==> config.mk <==
export PLATFORM = sky130hd
export DESIGN_NAME = keypad_scanner_flat
export DESIGN_NICKNAME = d
export VERILOG_FILES = /design/src/rtl/keypad_scanner_pkg.sv /design/src/rtl/keypad_scanner_if.sv /design/src/rtl/keypad_scanner_sync_2ff.sv /design/src/rtl/keypad_scanner.sv /design/src/flat_wrapper.sv
export SDC_FILE = /design/constraint.sdc
export NUM_CORES = 1
export LEC_CHECK = 0
export CORE_MARGIN = 2
export CORE_UTILIZATION = 35
export CTS_CLUSTER_SIZE = 12
export DETAILED_ROUTE_END_ITERATION = 12
export GPL_TIMING_DRIVEN = 0
export PLACE_DENSITY = 0.58
export SKIP_LAST_GASP = 1
export SYNTH_ARGS = -nofsm -noshare
export SYNTH_HDL_FRONTEND = slang
export SYNTH_HIERARCHICAL = 1
export SYNTH_SLANG_ARGS = --single-unit
==> constraint.sdc <==
create_clock -name clk -period 2.6 [get_ports clk]
set_input_delay 0.26 -clock clk [delete_from_list [all_inputs] [get_ports clk]]
set_output_delay 0.26 -clock clk [all_outputs]
set_load 0.1 [all_outputs]
==> src/rtl/keypad_scanner_pkg.sv <==
// Shared types and helpers for the 4x4 keypad scanner.
// Key map, state encoding and idle patterns.
package keypad_scanner_pkg;

  typedef enum logic [1:0] {
    SCAN,
    PRESS_DB,
    HELD,
    RELEASE_DB
  } state_t;

  localparam logic [3:0] KEY_CLEAR = 4'hC;
  localparam logic [3:0] ROW_IDLE  = 4'b1110;
  localparam logic [3:0] COL_IDLE  = 4'hF;

  function automatic logic one_low(
    input logic [3:0] c
  );
    case (c)
      4'b1110, 4'b1101,
      4'b1011, 4'b0111: return 1'b1;
      default:          return 1'b0;
    endcase
  endfunction

  function automatic logic [1:0] col_index(
    input logic [3:0] c
  );
    case (c)
      4'b1101: return 2'd1;
      4'b1011: return 2'd2;
      4'b0111: return 2'd3;
      default: return 2'd0;
    endcase
  endfunction

  function automatic logic [3:0] key_value(
    input logic [1:0] r,
    input logic [1:0] c
  );
    unique case ({r, c})
      4'd0:  return 4'h1;
      4'd1:  return 4'h2;
      4'd2:  return 4'h3;
      4'd3:  return 4'hA;
      4'd4:  return 4'h4;
      4'd5:  return 4'h5;
      4'd6:  return 4'h6;
      4'd7:  return 4'hB;
      4'd8:  return 4'h7;
      4'd9:  return 4'h8;
      4'd10: return 4'h9;
      4'd11: return 4'hC;
      4'd12: return 4'hE;
      4'd13: return 4'h0;
      4'd14: return 4'hF;
      4'd15: return 4'hD;
    endcase
  endfunction

endpackage

==> src/rtl/keypad_scanner_if.sv <==
// Keypad matrix pins and key-event outputs.
// master = scanner, slave = keypad/consumer side.
interface keypad_scanner_if;

  logic [3:0]  col;
  logic [3:0]  row;
  logic [3:0]  key_code;
  logic        key_valid;
  logic        key_pressed;
  logic [23:0] data_bcd;

  modport master (
    input  col,
    output row,
    output key_code,
    output key_valid,
    output key_pressed,
    output data_bcd
  );

  modport slave (
    output col,
    input  row,
    input  key_code,
    input  key_valid,
    input  key_pressed,
    input  data_bcd
  );

endinterface

==> src/rtl/keypad_scanner_sync_2ff.sv <==
// Generic two-flop synchronizer for async inputs.
// Reset value is a parameter so idle-high lines stay idle.
module sync_2ff #(
  parameter int               WIDTH   = 1,
  parameter logic [WIDTH-1:0] RST_VAL = '0
) (
  input  logic             clk,
  input  logic             rst_n,
  input  logic [WIDTH-1:0] d,
  output logic [WIDTH-1:0] q
);

  logic [WIDTH-1:0] meta;

  // two-stage capture of the asynchronous input
  always_ff @(posedge clk) begin
    if (!rst_n) begin
      meta <= RST_VAL;
      q    <= RST_VAL;
    end else begin
      meta <= d;
      q    <= meta;
    end
  end

endmodule

==> src/rtl/keypad_scanner.sv <==
// 4x4 active-low keypad scanner with debounce
// and a 6-digit BCD entry shift register.
module keypad_scanner
  import keypad_scanner_pkg::*;
#(
  parameter int SCAN_CYCLES    = 50000,
  parameter int DEBOUNCE_TICKS = 20
) (
  input logic            clk,
  input logic            rst_n,
  keypad_scanner_if.master bus
);

  localparam int SW =
    (SCAN_CYCLES > 1) ? $clog2(SCAN_CYCLES) : 1;
  localparam int DW = $clog2(DEBOUNCE_TICKS + 1);
  localparam logic [SW-1:0] SC_LAST =
    SW'(SCAN_CYCLES - 1);
  localparam logic [DW-1:0] DB_LAST =
    DW'(DEBOUNCE_TICKS - 1);

  logic [SW-1:0] scan_cnt;
  logic          tick;
  logic [3:0]    col_s;
  logic [3:0]    key;
  logic [7:0]    row_rot;
  logic          accept;

  state_t        state, state_n;
  logic [1:0]    row_idx, row_idx_n;
  logic [DW-1:0] db_cnt, db_cnt_n;
  logic [3:0]    lat_col, lat_col_n;
  logic [3:0]    key_code, key_code_n;
  logic          key_valid, key_valid_n;
  logic          key_pressed, key_pressed_n;
  logic [23:0]   data_bcd, data_bcd_n;

  sync_2ff #(
    .WIDTH   (4),
    .RST_VAL (COL_IDLE)
  ) u_sync (
    .clk   (clk),
    .rst_n (rst_n),
    .d     (bus.col),
    .q     (col_s)
  );

  // free-running row dwell counter
  always_ff @(posedge clk) begin
    if (!rst_n) begin
      scan_cnt <= '0;
    end else if (scan_cnt == SC_LAST) begin
      scan_cnt <= '0;
    end else begin
      scan_cnt <= scan_cnt + SW'(1);
    end
  end

  assign tick = (scan_cnt == SC_LAST);
  assign key  = key_value(row_idx, col_index(col_s));

  // next-state, debounce and key-accept logic
  always_comb begin
    state_n       = state;
    row_idx_n     = row_idx;
    db_cnt_n      = db_cnt;
    lat_col_n     = lat_col;
    key_code_n    = key_code;
    key_valid_n   = 1'b0;
    key_pressed_n = key_pressed;
    data_bcd_n    = data_bcd;
    accept        = 1'b0;
    unique case (state)
      SCAN: begin
        if (tick) begin
          if (one_low(col_s)) begin
            lat_col_n = col_s;
            db_cnt_n  = DW'(1);
            if (DEBOUNCE_TICKS == 1) begin
              accept = 1'b1;
            end else begin
              state_n = PRESS_DB;
            end
          end else begin
            row_idx_n = row_idx + 2'd1;
          end
        end
      end
      PRESS_DB: begin
        if (tick) begin
          if (col_s == lat_col) begin
            db_cnt_n = db_cnt + DW'(1);
            if (db_cnt == DB_LAST) begin
              accept = 1'b1;
            end
          end else begin
            state_n   = SCAN;
            row_idx_n = row_idx + 2'd1;
          end
        end
      end
      HELD: begin
        if (tick && col_s == COL_IDLE) begin
          if (DEBOUNCE_TICKS == 1) begin
            state_n       = SCAN;
            key_pressed_n = 1'b0;
            row_idx_n     = row_idx + 2'd1;
          end else begin
            db_cnt_n = DW'(1);
            state_n  = RELEASE_DB;
          end
        end
      end
      RELEASE_DB: begin
        if (tick) begin
          if (col_s == COL_IDLE) begin
            db_cnt_n = db_cnt + DW'(1);
            if (db_cnt == DB_LAST) begin
              state_n       = SCAN;
              key_pressed_n = 1'b0;
              row_idx_n     = row_idx + 2'd1;
            end
          end else begin
            state_n = HELD;
          end
        end
      end
    endcase
    if (accept) begin
      state_n       = HELD;
      key_valid_n   = 1'b1;
      key_code_n    = key;
      key_pressed_n = 1'b1;
      if (key <= 4'd9) begin
        data_bcd_n = {data_bcd[19:0], key};
      end else if (key == KEY_CLEAR) begin
        data_bcd_n = '0;
      end
    end
  end

  // scanner state and registered outputs
  always_ff @(posedge clk) begin
    if (!rst_n) begin
      state       <= SCAN;
      row_idx     <= 2'd0;
      db_cnt      <= '0;
      lat_col     <= COL_IDLE;
      key_code    <= 4'h0;
      key_valid   <= 1'b0;
      key_pressed <= 1'b0;
      data_bcd    <= '0;
    end else begin
      state       <= state_n;
      row_idx     <= row_idx_n;
      db_cnt      <= db_cnt_n;
      lat_col     <= lat_col_n;
      key_code    <= key_code_n;
      key_valid   <= key_valid_n;
      key_pressed <= key_pressed_n;
      data_bcd    <= data_bcd_n;
    end
  end

  assign row_rot         = {ROW_IDLE, ROW_IDLE} << row_idx;
  assign bus.row         = row_rot[7:4];
  assign bus.key_code    = key_code;
  assign bus.key_valid   = key_valid;
  assign bus.key_pressed = key_pressed;
  assign bus.data_bcd    = data_bcd;

endmodule

==> src/flat_wrapper.sv <==
// flat-port wrapper written by rule: the top's interface ports become plain ports
module keypad_scanner_flat import keypad_scanner_pkg::*;
#(
  parameter int SCAN_CYCLES    = 50000,
  parameter int DEBOUNCE_TICKS = 20
)
  (clk, rst_n, bus_col, bus_row, bus_key_code, bus_key_valid, bus_key_pressed, bus_data_bcd);
  keypad_scanner_if bus_i ();
  input logic clk;
  input logic rst_n;
  input wire logic [$bits(bus_i.col)-1:0] bus_col;
  output wire logic [$bits(bus_i.row)-1:0] bus_row;
  output wire logic [$bits(bus_i.key_code)-1:0] bus_key_code;
  output wire logic [$bits(bus_i.key_valid)-1:0] bus_key_valid;
  output wire logic [$bits(bus_i.key_pressed)-1:0] bus_key_pressed;
  output wire logic [$bits(bus_i.data_bcd)-1:0] bus_data_bcd;
  assign bus_i.col = bus_col;
  assign bus_row = bus_i.row;
  assign bus_key_code = bus_i.key_code;
  assign bus_key_valid = bus_i.key_valid;
  assign bus_key_pressed = bus_i.key_pressed;
  assign bus_data_bcd = bus_i.data_bcd;
  keypad_scanner #(.SCAN_CYCLES(SCAN_CYCLES), .DEBOUNCE_TICKS(DEBOUNCE_TICKS)) u_core (.clk(clk), .rst_n(rst_n), .bus(bus_i));
endmodule
==> summary.md, run 1 <==
The flow ran to the end, and the final reports show no timing, DRC or antenna violations. After detailed routing, the total wire length is 7000 um. The starting DRC count in detailed routing is 96, and the total power density per cell area is 529 nW/um^2. The run gives 0 as the number of max-slew violations in the final report. The logs give 0 for the total count of hold-check failures in the final report and 0 for the number of maximum-capacitance violations. The tools report the worst slew slack as a fraction of its limit as 34.5%. Synthesis produced a netlist with a net count of 350. The synthesized netlist occupies a cell area of 3000 um^2. The required arrival time at the worst endpoint is 2.34 ns, and the post-synthesis average cell area is 9.01 um^2. For this run, the leading register cell type out of synthesis is sky130_fd_sc_hd__dfxtp_1.

Power comes to 0.00205 W. Height of the die: 96.6 um. Input and output buffers added on the ports amount to 39. The smallest clock period supported by the final layout is computed as 2.54 ns. CTS placed an instance of sky130_fd_sc_hd__clkbuf_8 at the clock tree root. The tools report the startpoint class of the critical path as a register. In this run the remaining antenna-violating nets after routing total 0. The via-per-instance ratio was 4.98. Measured in cells, the most critical reg-to-reg path has a length of 12. Of the cells placed in the final design, the portion with a size suffix greater than 1 is 15.3%. Setup slack closes at 0.0641 ns. The most common cell in the synthesized netlist is sky130_fd_sc_hd__dfxtp_1. Data on the critical path arrives at its endpoint at 2.28 ns. After layout, the worst path uses 97.5% of the clock period.

Kind of critical path: register to output port. The repair_antennas step left the layout with diodes totalling 0. The logs give 0 for the total congestion overflow after global routing and -0.207 ns for the placement-stage worst setup slack. After clock tree synthesis, the clock-pin slew on the worst setup and hold paths is 0.08 ns. Counting flops with an async set or reset pin after synthesis yields a share of 0%.

The total leakage power is 1.37 nW, and the effective utilization at floorplan is 36.3%. The clock passes through at most 2 buffers. The first global-routing pass estimated 11,500 um of wire. The pre-antenna-repair detailed-routing pass consisted of 4 iterations. The logs give 8260 um^2 for the core region area and 410 for the count of nets after finishing. Setup repair after global routing could not meet its margin everywhere. The path class of the tightest hold or removal check is register to register.

The worst-case IR drop observed on VDD is 0.264 mV. Synthesis produced a netlist whose cell count is 333. At the pin with the least slew margin, the transition time is 0.980 ns. The top cell type by total area after synthesis was sky130_fd_sc_hd__dfxtp_1. The tools report the sort of element at the end of the critical path as an output port.

The floorplan has 33 rows. The remaining routing DRC violations is 0, and the final estimated routing congestion in global placement is 0.793. Across the routed clock network, the largest skew measured is 0.00719 ns. The post-route standard cell area excluding fillers is 3870 um^2, and the total negative slack is 0 ns.

The die covers 9330 um^2. For this run, the top clock speed supported by timing is 394 MHz. Clock tree synthesis inserted a total of 9 buffers.

The number of different library cells in the post-synthesis netlist is 48, and the portion of synthesized cell area occupied by the leading cell type is 44.7%. The number of synthesized register bits was 67. The horizontal die dimension came out at 96.6 um.

Summing the sequential cell areas from Yosys gives 44.7% of the chip area. Dividing the detail-routed wire length by the instance count gives 13.9 um. The clock latency of the later-clocked register in the worst-skew pair is 0.35 ns, and the maximum fanout count along the critical path is 8.

The routed layout has 2,505 vias. The area growth from synthesis to layout is 29.0%. The number of enable flip-flop cells after synthesis is 0, and the boundary pin count is 40. After detailed placement, the total cell area comes to 3520 um^2. Detailed placement finished with a half-perimeter wire length of 4730 um.

The hold path depth works out to 1. The total routing resource utilization after global routing came out at 14.9%. For the fraction of the core area covered by cells at the end of the flow, the log shows 46.9%. TritonCTS built the clock tree.

Initial antenna violation count: 0. By area the synthesized netlist is led by sky130_fd_sc_hd__dfxtp_1 45%, sky130_fd_sc_hd__nand2_1 6.4%, sky130_fd_sc_hd__ha_1 4.6%, sky130_fd_sc_hd__o22ai_1 4.6%, sky130_fd_sc_hd__mux2i_1 3.3%. Setup violations remaining at the end of the flow were counted as 0. The maximum number of pins on one net before global-route repair was 14. The logs give 6 for the count of warnings emitted by yosys and 67 for the number of sinks driven by the clock tree. The tools report the number of H-tree levels as 3. The commonest cells after synthesis are 67 x sky130_fd_sc_hd__dfxtp_1, 51 x sky130_fd_sc_hd__nand2_1, 22 x sky130_fd_sc_hd__nor2_1, 22 x sky130_fd_sc_hd__o22ai_1, 15 x sky130_fd_sc_hd__inv_1. For the number of global-route vias before repair, the log shows 2,428.

For flop-to-flop paths, the worst setup slack is 0.08 ns.
## cells by family (layout without fill, tap and decap cells)
family / after synthesis / count (layout) / synth area share, %
xor gates and xnor gates: 20 / 20 / 5.84
DFF: 67 / 67 / 44.7
AOI/OAI and AO/OA: 62 / 62 / 14.0
and+or+nand+nor: 128 / 128 / 21.7
muxes: 12 / 12 / 4.09
adders and majority gates: 11 / 11 / 4.59
buffers and inverters: 33 / 98 / 5.09
## per-layer routing
metal  vias to the layer above  GRT usage [%]  part of all wire, %
li1                       1279              -                    -
met1                      1174           20.3                   50
met2                        38           22.8                   45
met3                        14           2.46                  2.4
met4                         0           7.80                  2.6
met5                         -              0                    0
## per-stage QoR
step | std cells | hold slack, ns
after floorplan | 333 | 0.333
final | 503 | 0.412
after global placement | 477 | 0.393
after global routing | 503 | 0.424
after CTS | 494 | 0.416
after detailed placement | 477 | 0.398
## final timing paths
| path | startpoint | endpoint |
|---|---|---|
| worst min register to register | u_core/u_sync/meta[3]$_SDFF_PN1_ | u_core/u_sync/q[3]$_SDFF_PN1_ |
| worst max register to register | u_core/u_sync/q[3]$_SDFF_PN1_ | u_core/bus.data_bcd[9]$_SDFFE_PN0P_ |
| worst max-delay path | u_core/row_idx[0]$_SDFFE_PN0P_ | bus_row[0] |
| worst min-delay path | u_core/u_sync/meta[3]$_SDFF_PN1_ | u_core/u_sync/q[3]$_SDFF_PN1_ |
## repair_timing
action	in CTS	in global routing
buffers inserted	1	7
setup endpoints to repair	24	25
gates cloned	0	2
pin swaps	1	2
gates resized for setup	5	19
hold buffers	0	0
## power breakdown
| group | switching [W] | total (W) | internal (W) |
|---|---|---|---|
| Clock | 0.000446 | 0.000893 | 0.000447 |
| Combinational | 0.0000669 | 0.000114 | 0.0000472 |
| Sequential | 0.00000570 | 0.00104 | 0.00103 |
## cells in the final DEF (no fill, tap or decap), types with 3 or more instances in the layout
cell,netlist,final
sky130_fd_sc_hd__mux2i_1,10,10
sky130_fd_sc_hd__clkdlybuf4s50_1,0,36
sky130_fd_sc_hd__nand2_1,51,50
sky130_fd_sc_hd__nand4_1,3,3
sky130_fd_sc_hd__buf_4,1,8
sky130_fd_sc_hd__dfxtp_1,67,66
sky130_fd_sc_hd__nand2b_1,12,12
sky130_fd_sc_hd__or3_1,3,3
sky130_fd_sc_hd__a21boi_0,5,5
sky130_fd_sc_hd__buf_2,8,7
sky130_fd_sc_hd__o21ai_0,9,9
sky130_fd_sc_hd__o22ai_1,22,21
sky130_fd_sc_hd__nor2_1,22,21
sky130_fd_sc_hd__inv_1,15,15
sky130_fd_sc_hd__xor2_1,9,8
sky130_fd_sc_hd__a21oi_1,9,8
sky130_fd_sc_hd__and2_1,3,3
sky130_fd_sc_hd__dlygate4sd2_1,0,3
sky130_fd_sc_hd__and3_1,3,3
sky130_fd_sc_hd__clkbuf_8,0,9
sky130_fd_sc_hd__buf_6,2,4
sky130_fd_sc_hd__clkinvlp_4,0,3
sky130_fd_sc_hd__xnor2_1,11,11
sky130_fd_sc_hd__ha_1,11,11
sky130_fd_sc_hd__clkbuf_1,7,7
sky130_fd_sc_hd__nand3_1,12,11
sky130_fd_sc_hd__nor3_1,3,3
## flip-flops by register name, indices dropped and copies added, names as in the netlist
register / count
u_core/u_sync/meta: 4
u_core/state: 2
u_core/lat_col: 4
u_core/scan_cnt: 16
u_core/bus.data_bcd: 24
u_core/bus.key_code: 4
u_core/row_idx: 2
u_core/bus.key_valid: 1
u_core/u_sync/q: 4
u_core/bus.key_pressed: 1
u_core/db_cnt: 5
## critical path, stage by stage, from the launching register on
cell                            delay (ns)
sky130_fd_sc_hd__dfxtp_1              0.55
sky130_fd_sc_hd__inv_1                0.24
sky130_fd_sc_hd__ha_1                 0.25
sky130_fd_sc_hd__inv_1                0.05
sky130_fd_sc_hd__dlygate4sd2_1        0.84
## cell type report
class	count	area (um^2)
Buffer	18	111
Clock buffer	9	124
Timing Repair Buffer	49	457
Tap cell	105	131
Sequential cell	67	1340
Inverter	15	56.3
Multi-Input combinational cell	233	1580
Clock inverter	7	75.1
Fill cell	814	4390
Power figures use the tool's default switching activity.
==> inputs of run 2 (changes only) <==
- PLACE_DENSITY: 0.58 -> 0.57
- RECOVER_POWER: default -> 25
- SYNTH_HIERARCHICAL: 1 -> default
==> run 2 against run 1 <==
  * Core utilization decreased by 1.2 points
  * Highest routed layer unchanged
  * Synthesized area increased by 12%
  * Via count increased by 14%
  * Critical path type is now register to register
  * Clock power increased by 6.8%
  * Power increased by 3.8%
==> summary.md, run 2 <==
The run finished with clean final reports. The later pin in the worst-skew pair is clocked with a latency of 0.35 ns. In this run, the clock network consumes 44.9% of the power.

Startpoint class of the critical path: a register. Global routing consumed, on the met1 layer, 21.2% of the routing resources. Counting along the longest clock path gives a buffer depth of 2.

The worst hold path begins at u_core.u_sync.meta[2]$_SDFF_PN1_. The largest clock skew in the final design was 0.0131 ns; the total of fill cells in the finished design was 939. Before antenna repair, the detailed router went through 4 iterations. The worst slew slack as a fraction of its limit was 34.0%. In the final layout, the registers with the most flip-flops are u_core.bus.data_bcd x24, u_core.scan_cnt x16, u_core.db_cnt x5.

Total count of hold-check failures in the final report: 0. Timing analysis after detailed placement gives a worst setup slack of -0.597 ns. The number of antenna diodes is 0, and the overall power consumption is 0.00213 W. Kind of path behind the tightest hold check: register to register. TritonCTS built the clock tree.

Wires add up to 8000 um. The run gives 0 as the number of endpoints failing setup at the final stage. Busiest layer in global routing: met2. After synthesis, the largest area contributor takes up 40.0% of total cell area. The timing startpoint of the critical path was u_core.u_sync.q[0]$_SDFF_PN1_. Ranked by instance count, the synthesized netlist is headed by 67 x sky130_fd_sc_hd__dfxtp_1, 51 x sky130_fd_sc_hd__nand2_1, 30 x sky130_fd_sc_hd__nand3_1, 28 x sky130_fd_sc_hd__mux2i_1, 23 x sky130_fd_sc_hd__nor2_1. Startpoint of the most critical register-to-register path: u_core.u_sync.q[0]$_SDFF_PN1_. Row generation in the floorplan step produced 35 rows. The register with the most flip-flops in the layout has 24 of them. The sequential cells in the finished layout cover a total of 1350 um^2.

The library cells used most frequently in the layout, excluding fill and tap cells, are 63 x sky130_fd_sc_hd__dfxtp_1, 51 x sky130_fd_sc_hd__nand2_1, 29 x sky130_fd_sc_hd__nand3_1. Buffers inserted during clock tree synthesis total 9. For this configuration, the core starts out at a cell density of 36.1%.

Once detail routing completed, the nets flagged for antenna violations numbered 0. The number of global-route vias before repair was 2,779; the internal power summed over all cells was 0.00163 W. Sequential cells burn 49.1% of the power. The final estimated routing congestion in global placement is 0.858, and the fraction of layout cells with a size suffix above 1 is 13.2%. In the final timing run, aggregate negative setup slack is 0 ns.

Counting flops per register, the top entry is u_core.bus.data_bcd. The number of nets in the synthesized netlist is 401. After synthesis, the mean cell area works out to 8.75 um^2.

Sequential elements use 40.0% of the synthesized area. Synthesis instantiated 53 different standard cells from the library. The horizontal die dimension was 102 um; the layout-stage area growth over the synthesis result was 26.5%. The run gives 16.5% as the total routing resource utilization after global routing.

The tools report the combined area of the multi-input logic cells as 1900 um^2. Of all cell types, the one taking the most synthesized area is sky130_fd_sc_hd__dfxtp_1. For the number of max-slew violations in the final report, the log shows 0. For the starting DRC count in detailed routing, the log shows 154. Counting flops and latches in the post-synthesis netlist gives 67. The initial antenna violation count is 0. The run gives 0 as the count of hold buffers inserted by post-cts repair. After layout, the worst setup slack is 0.127 ns. The worst path in the final design needs a cycle of 2.47 ns, including I/O delays and setup. The H-tree was split into 3 levels.

The worst-case IR drop observed on VDD is 0.277 mV. For this design, the sink count on the clock tree is 67. In the routed design, unresolved DRC markers number 0. The final routed wire length divided by cell count came out at 14.0 um. Summed over all layers, the global routing overflow is 0. The tools report the cell area after technology mapping as 3350 um^2. Across the run, the number of max-cap violations was 0. The via-per-instance ratio was 5.00. The net switching fraction of the power is 23.5%. The leading register cell type out of synthesis is sky130_fd_sc_hd__dfxtp_1. For the pin with the worst max-slew slack, the measured transition is 0.987 ns. Of the available clock period, the critical path in the final layout requires 95.1%. In this run the count of I/O pins placed on the die edge is 40.

Of all nets on the critical path, the largest fanout is 10. Fraction of the core area covered by cells at the end of the flow: 45.7%. The total area inside the core boundary comes to 9280 um^2. For this design the static power due to leakage is 1.47 nW.

The height of the die came out at 102 um. Global routing consumed, on the met2 layer, 26.3% of the routing resources. Combinational cells account for 6.0% of the total power.

The run gives 2.87 ns as the required arrival time at the worst endpoint. The clock-pin slew on the worst setup and hold paths was 0.07 ns; the total power density per cell area was 501 nW/um^2. The cell with the most instances after synthesis was sky130_fd_sc_hd__dfxtp_1.

Port buffering added 39 buffers. The tools report the worst-case register-to-register setup slack as 0.13 ns. Leaving out fill and tap cells, the most frequent cell in the layout is sky130_fd_sc_hd__dfxtp_1.

The root buffer cell chosen for the clock tree is sky130_fd_sc_hd__clkbuf_8. Entering global routing, the biggest net connects 13 pins. Global routing consumed, on the met3 layer, 5.27% of the routing resources.

The tools report the sort of element at the end of the critical path as a register. The fraction of registers with async set/reset came out at 0%. For this run, the post-layout net count is 454. Data on the critical path arrives at its endpoint at 2.74 ns. The via count is 2,851, and the count of warnings emitted by yosys is 0. Derived from the worst setup path, the maximum achievable clock frequency is 404 MHz. The total net switching power was 0.000500 W. The cell count after synthesis came out at 383. Ranked by total cell area, the synthesized netlist is headed by sky130_fd_sc_hd__dfxtp_1 40%, sky130_fd_sc_hd__mux2i_1 8.4%, sky130_fd_sc_hd__nand2_1 5.7%, sky130_fd_sc_hd__ha_1 4.5%, sky130_fd_sc_hd__nand3_1 4.5%. In this run, synthesis inferred 0 flip-flops with an integrated enable. The worst setup path is of the register to register kind. The HPWL after detailed placement is 5600 um. The floorplan step defined a die boundary enclosing 10,400 um^2. The first global-routing pass estimated 13,400 um of wire.
run 2: final cells by class:
class	count	share of cell area, %
inverter	14	1.24
timing repair buffer	43	10.1
sequential	67	31.7
clock inverter	6	2.10
clock buffer	10	3.01
tap	129	3.81
buffer	24	3.25
multi-input combinational	277	44.8
run 2: per-stage QoR:
stage / hold slack (ns) / cells / cell area (um^2)
after global routing: 0.423 / 570 / 4240
after floorplan: 0.361 / 383 / 3350
after CTS: 0.413 / 568 / 4170
final: 0.409 / 570 / 4240
after detailed placement: 0.392 / 551 / 3910
after global placement: 0.390 / 551 / 3910
run 2: power by group through the flow:
| stage | sequential (W) | clock, W | combinational, W |
|---|---|---|---|
| after detailed placement | 0.00107 | 0 | 0.000118 |
| after global placement | 0.00107 | 0 | 0.000116 |
| after CTS | 0.00104 | 0.000969 | 0.000122 |
| after floorplan | 0.00106 | 0 | 0.0000829 |
| final | 0.00104 | 0.000954 | 0.000127 |
| after global routing | 0.00104 | 0.00102 | 0.000142 |
run 2: what timing repair did:
item                       CTS  global route
setup endpoints to repair   28            33
setup buffers                2             0
resized for setup           19            29
cloned                       0             2
pin swaps                    2             2
run 2: metal layers:
| layer | wire [um] | vias to the layer above |
|---|---|---|
| met1 | 3740 | 1349 |
| met5 | 0 | - |
| li1 | - | 1420 |
| met3 | 435 | 13 |
| met2 | 3700 | 69 |
| met4 | 127 | 0 |
run 2: path summary, 6_finish.rpt:
path / end / cells past startpoint
setup / recovery: u_core.bus.data_bcd[10]$_SDFFE_PN0P_ / 11
hold / removal: u_core.u_sync.q[2]$_SDFF_PN1_ / 1
hold reg to reg: u_core.u_sync.q[2]$_SDFF_PN1_ / 1
setup reg to reg: u_core.bus.data_bcd[10]$_SDFFE_PN0P_ / 11
run 2: kinds of logic (layout without fill, tap and decap cells):
kind of cell,Yosys count,count (layout),share of synthesized area (%)
simple gates,163,163,26.2
flops,67,67,40.0
compound gates,52,52,10.2
buf+inv,39,97,4.82
mux,30,30,9.03
xor+xnor,20,20,5.23
fa+ha+maj,12,12,4.48
run 2: worst max-delay path: stages, from the launching register on:
cell	delay, ns
sky130_fd_sc_hd__dfxtp_2	0.37
sky130_fd_sc_hd__clkbuf_4	0.20
sky130_fd_sc_hd__and3_2	0.23
sky130_fd_sc_hd__inv_1	0.09
sky130_fd_sc_hd__ha_2	0.20
sky130_fd_sc_hd__mux2i_1	0.08
sky130_fd_sc_hd__mux2_2	0.32
sky130_fd_sc_hd__nand2_1	0.11
sky130_fd_sc_hd__a21oi_4	0.05
sky130_fd_sc_hd__nor3_4	0.34
sky130_fd_sc_hd__buf_6	0.19
sky130_fd_sc_hd__mux2i_1	0.21
